===== src/rtl/prod_bcd_converter.sv =====
// Sequential binary-to-BCD converter for the multiplier product.
// Detects a change on in_data, runs a one-bit-per-clock double-dabble, and publishes the result with a valid pulse.
module prod_bcd_converter #(
  parameter int IN_W   = 17,
  parameter int DIGITS = 6
) (
  input  logic                  clk,
  input  logic                  rst_n,
  input  logic [IN_W-1:0]       in_data,
  output logic [4*DIGITS-1:0]   bcd_out,
  output logic                  valid,
  output logic                  busy
);

  localparam int CNT_W = $clog2(IN_W + 1);

  localparam logic [1:0] IDLE  = 2'd0;
  localparam logic [1:0] SHIFT = 2'd1;
  localparam logic [1:0] DONE  = 2'd2;
  localparam logic [1:0] WAIT  = 2'd3;

  logic [1:0]          state;
  logic [IN_W-1:0]     last_val;
  logic [IN_W-1:0]     bin_sr;
  logic [4*DIGITS-1:0] scratch;
  logic [4*DIGITS-1:0] adjusted;
  logic [CNT_W-1:0]    cnt;

  // Per-digit add-3 correction; a digit >= 5 plus 3 never exceeds 12, so no carry leaves the nibble.
  generate
    for (genvar gi = 0; gi < DIGITS; gi++) begin : g_adjust
      assign adjusted[4*gi +: 4] = (scratch[4*gi +: 4] >= 4'd5) ?
                                   (scratch[4*gi +: 4] + 4'd3) : scratch[4*gi +: 4];
    end
  endgenerate

  assign busy = (state != IDLE);

  always_ff @(posedge clk or negedge rst_n) begin
    if (!rst_n) begin
      state    <= IDLE;
      last_val <= '0;
      bin_sr   <= '0;
      scratch  <= '0;
      cnt      <= '0;
      bcd_out  <= '0;
      valid    <= 1'b0;
    end else begin
      valid <= 1'b0;
      case (state)
        IDLE: begin
          if (in_data != last_val) begin
            bin_sr   <= in_data;
            last_val <= in_data;
            scratch  <= '0;
            cnt      <= CNT_W'(IN_W);
            state    <= SHIFT;
          end
        end
        SHIFT: begin
          scratch <= {adjusted[4*DIGITS-2:0], bin_sr[IN_W-1]};
          bin_sr  <= {bin_sr[IN_W-2:0], 1'b0};
          cnt     <= cnt - 1'b1;
          if (cnt == CNT_W'(1)) begin
            state <= DONE;
          end
        end
        DONE: begin
          bcd_out <= scratch;
          valid   <= 1'b1;
          state   <= IDLE;
        end
        WAIT: begin
          state <= IDLE;
        end
        default: begin
          state <= IDLE;
        end
      endcase
    end
  end

endmodule


===== config.mk =====
export PLATFORM = sky130hd
export DESIGN_NAME = prod_bcd_converter
export DESIGN_NICKNAME = d
export VERILOG_FILES = /design/src/rtl/prod_bcd_converter.sv
export SDC_FILE = /design/constraint.sdc
export NUM_CORES = 1
export LEC_CHECK = 0
export ABC_AREA = 1
export CAP_MARGIN = 20
export CORE_ASPECT_RATIO = 1.25
export CORE_MARGIN = 3
export CORE_UTILIZATION = 45
export DETAILED_ROUTE_END_ITERATION = 8
export PLACE_DENSITY_LB_ADDON = 0.1
export SLEW_MARGIN = 20
export SYNTH_ARGS = -nofsm -noshare
export SYNTH_HDL_FRONTEND = slang
export SYNTH_SLANG_ARGS = --single-unit

===== constraint.sdc =====
create_clock -name clk -period 2.25 [get_ports clk]
set_input_delay 0.45 -clock clk [delete_from_list [all_inputs] [get_ports clk]]
set_output_delay 0.45 -clock clk [all_outputs]
set_load 0.02 [all_outputs]

Yosys cells after proc, flatten, opt, wreduce, memory -nomap -nowiden
Index checks and enable logic that the tools add are counted.
- flip-flop bits (word level): 90
- bits of input ports: 19
- word-level logic and storage cells: 50
- add/subtract/negate cells: 7
- magnitude comparators: 6
- eq/ne operators: 7
- mux-type cells: 16
- reduce and logical (&&, ||, !) cells: 7
- operator list (kind ; count):
    case mux 24 bit (2 select lines) ; 1
    case mux 17 bit (2 select lines) ; 1
    >= comparator 4 x 3 -> 1 bit, second input constant ; 6
    2-to-1 mux 24 bit ; 1
    adder 4 x 2 -> 4 bit, second input constant ; 5
    2-to-1 mux 4 bit ; 5
    2-to-1 mux 17 bit ; 1
    inequality test 17 bit ; 1
    case mux 5 bit (2 select lines) ; 1
    case mux 2 bit (3 select lines) ; 1
    AND reduction 2 bit ; 3
    == test 5 x 1 -> 1 bit, second input constant ; 1
    2-to-1 mux 5 bit ; 1
    subtractor 5 x 1 -> 5 bit, second input constant ; 1
    == test 2 bit, second input constant ; 2
    2-to-1 mux 2 bit ; 2
    inequality test 2 bit, second input constant ; 2
    nonzero test 2 bit ; 2
    adder 3 x 2 -> 3 bit, second input constant ; 1
    2-to-1 mux 3 bit ; 1
    == test 2 x 1 -> 1 bit, second input constant ; 1
    zero test 2 bit ; 1
    OR reduction 2 bit ; 1
    2-to-1 mux 1 bit ; 1

Depth between registers and ports, before layout
- word-level depth: 3
- depth in mapped cells: 12
- depth with buffers taken out: 11

Worst setup path after synthesis
Ideal clock, no wire load.
- path type: register to output
- start point: reg state[0]
- end point: out busy
- arrival: 1.106 ns
- required time: 1.800 ns
- slack: 0.694 ns
- cell stages (with the launch flop): 4
- path buffers: 1
- cells stage by stage: dfrtp_1 nor2_1 clkbuf_1 inv_1
- cells in the longest elaborated chain, start to end: 1
- RTL lines (element ; RTL line ; text):
    from (decl) ; 22 ; logic [1:0] state;
    from (signal assigned) ; 41 ; state <= IDLE;
    from (signal assigned) ; 57 ; state <= SHIFT;
    from (signal assigned) ; 65 ; state <= DONE;
    nonzero test 2 bit ; 37 ; assign busy = (state != IDLE);
    to (decl) ; 12 ; output logic busy
Every way passes these cells.

Worst setup path in the final report
Same ends and word-level chain as after synthesis.

==> flow_summary_export.csv <==
group,metric,value,unit
die,core_region_area,9659,µm²
place,placed_cells,721,
worst_setup_path,reg2reg_from,"last_val[2]",
worst_setup_path,path_cells,"nor2_1 > inv_1 > clkdlybuf4s50_1",
run_status,status,"finished, final reports clean",
die,dieHeight,117.4,µm
place,place.port_buffers,44,
die,num_io_pins,45,
finish,nets,639,
timing,finalClockSkew,5.252,ps
place,place_congestion,0.7351,
yosys,ys_types,20,
place,post-dp-hpwl,6068,µm
cts,cts.sink_count,90,
finish,utilization,55.36,%
cts,post_cts_resized,0,
pwr,power.total,5.761,mW
yosys,synth_nets,599,
timing,rsz0062_at_grt,"no",
cts,numCtsBuffers,9,
timing,whs,75.65,ps
timing,finalHoldViolCount,0,
yosys,syn_area_per_cell,7.892,µm²
cts,clk_latency,340,ps
route,dr.first_iter.drc_count,193,
worst_setup_path,crit_fanout,3,
yosys,synth_edf_count,0,
route,post_drt_wl_per_cell,12.40,µm
die,die_w,95.11,µm
yosys,synthCells,566,
timing,clock.fmax,489.1,MHz
die,die_area,11170,µm²
timing,fin_crit_sh,90.87,%
route,drc,0,
yosys,yosys.area.top_type_share,50.42,%
place,place_ws,-81.09,ps
global_routing,grt_pass1_wl,16080,µm
cts,root_buffer,"clkbuf_16",
finish,area_growth,19.72,%
pwr,vdd_drop_max,0.0005230,V
route,vias_per_cell,4.927,
route,dr_wl_met2,4505,µm
yosys,synth_ff_type,"dfrtp_1",
die,start_util,46.24,%
route,dr.pass1.iters,4,
route,wl_met1,4123,µm
place,postPlaceCellArea,5049,µm²
global_routing,antenna_found_initial,0,
timing,setup-violations-final,0,
pwr,power_density,1077,nW/µm²
worst_setup_path,crit_type,"reg -> out",
cts,post_cts_buffers,0,
yosys,ys_ff_latch,90,
hold_path,min_path_type,"in -> async",
route,vias,3631,
finish,final_cells,737,
pwr,leakage,2.754,nW
route,met3_length,337,µm
global_routing,grt_pass1_vias,3544,
cts,clk_pin_slew,60,ps
yosys,yosys_warnings,0,
worst_setup_path,crit_slowest_cell,"clkdlybuf4s50_1",
cts,cts_buffer_depth,2,
route,wl,9138,µm
yosys,postSynth.asyncResetShare,100.0,%
finish,layout-drive-gt1-share,5.237,%
cts,cts_tree,"built",
cts,cts_hold_buf,0,
finish,diodes,0,
global_routing,overflow,0,
die,num_rows,40,
job,drv_cap,0,
timing,tightest_slew,595.8,ps
timing,final.setup.tns,0,ps
route,postRouteAntennaNets,0,
worst_setup_path,crit_path_end_kind,"output pin",
worst_setup_path,cpPeakStageDelay,540,ps
worst_setup_path,cp_data_required_time,1800,ps
timing,fin_ws,205.4,ps
global_routing,gr-usage-all-layers,18.14,%
timing,layout_min_cycle_time,2045,ps
worst_setup_path,cp-start-kind,"flip-flop",
finish,fin_area,5348,µm²
global_routing,grt_max_degree,49,
yosys,yosysSeqAreaShare,50.42,%
worst_setup_path,startpoint,"state[0]",
yosys,synthTopCellsByCount,"nand2_1, dfrtp_1, nand3_1, o21ai_0, inv_1",
route,top_layer,"met4",
yosys,synth_top_area_cell,"dfrtp_1",
yosys,synth_area,4467,µm²
yosys,synth_area_leaders,"dfrtp_1, nand2_1, nand3_1",
timing,slew_headroom,60.22,%
yosys,yosysMostFrequentCell,"nand2_1",
timing,maxSlewViolCount,0,
cts,htree_levels,3,
worst_setup_path,crit_arrival,1590,ps
critical path, delay by kind of cell (launching register included):
| kind | cells | cell delay, ps |
|---|---|---|
| buffers and inverters | 2 | 610 |
| and+or+nand+nor | 1 | 240 |
| DFF | 1 | 400 |
cells in the final DEF, fill, tap and decap left out, drive strengths merged:
master / instances
nor3: 1
ha: 14
buf: 12
o21ai: 59
a21oi: 18
dfrtp: 90
nand2: 198
inv: 51
bufinv: 1
nor2: 24
clkdlybuf4s50: 43
clkinv: 1
clkbuf: 14
xnor2: 3
xor2: 13
or2: 2
nand3: 67
path summary, 6_finish.rpt:
| path | cells after the start | to | slack (ps) |
|---|---|---|---|
| worst max register to register | 11 | bin_sr[3] | 510 |
| min in group clk | 2 | scratch[0] | 470 |
| worst min-delay path | 1 | bcd_out[15] | 80 |
| worst min register to register | 2 | scratch[0] | 470 |
| worst max-delay path | 3 | busy | 210 |
| max in group asynchronous | 2 | last_val[16] | 1510 |
metal layers:
metal,global-route usage [%],vias up
li1,-,1870
met1,23.07,1690
met2,29.83,60
met3,3.656,11
met4,7.220,0
met5,0,-
sequential cells by signal, indices dropped and copies added (netlist names):
signal,cells
valid,1
cnt,5
bin_sr,17
state,2
last_val,17
scratch,24
bcd_out,24
power by group:
part | internal (mW) | switching, mW | leakage (nW) | total (mW)
registers | 1.99 | 0.303 | 1.10 | 2.29
logic | 0.749 | 1.21 | 1.51 | 1.96
clock network | 0.921 | 0.589 | 0.147 | 1.51
total | 3.66 | 2.10 | 2.75 | 5.76
area by class of cell:
class | instances | area (µm²)
Clock inverter | 2 | 35.03
Clock buffer | 14 | 264.0
Inverter | 51 | 191.4
Multi-Input combinational cell | 399 | 1902
Timing Repair Buffer | 55 | 545.5
Tap cell | 126 | 157.7
Fill cell | 913 | 4312
Sequential cell | 90 | 2252
cell families (layout without fill, tap and decap cells):
family | Yosys count | count (layout) | synth area share (%)
AO/OA/AOI/OAI | 77 | 77 | 8.627
adder cells (fa/ha/maj) | 14 | 14 | 3.922
flip-flops | 90 | 90 | 50.42
AND/OR/NAND/NOR | 292 | 292 | 26.83
buffers and inverters | 77 | 122 | 7.059
XOR/XNOR | 16 | 16 | 3.137
Power figures use the tool's default switching activity.
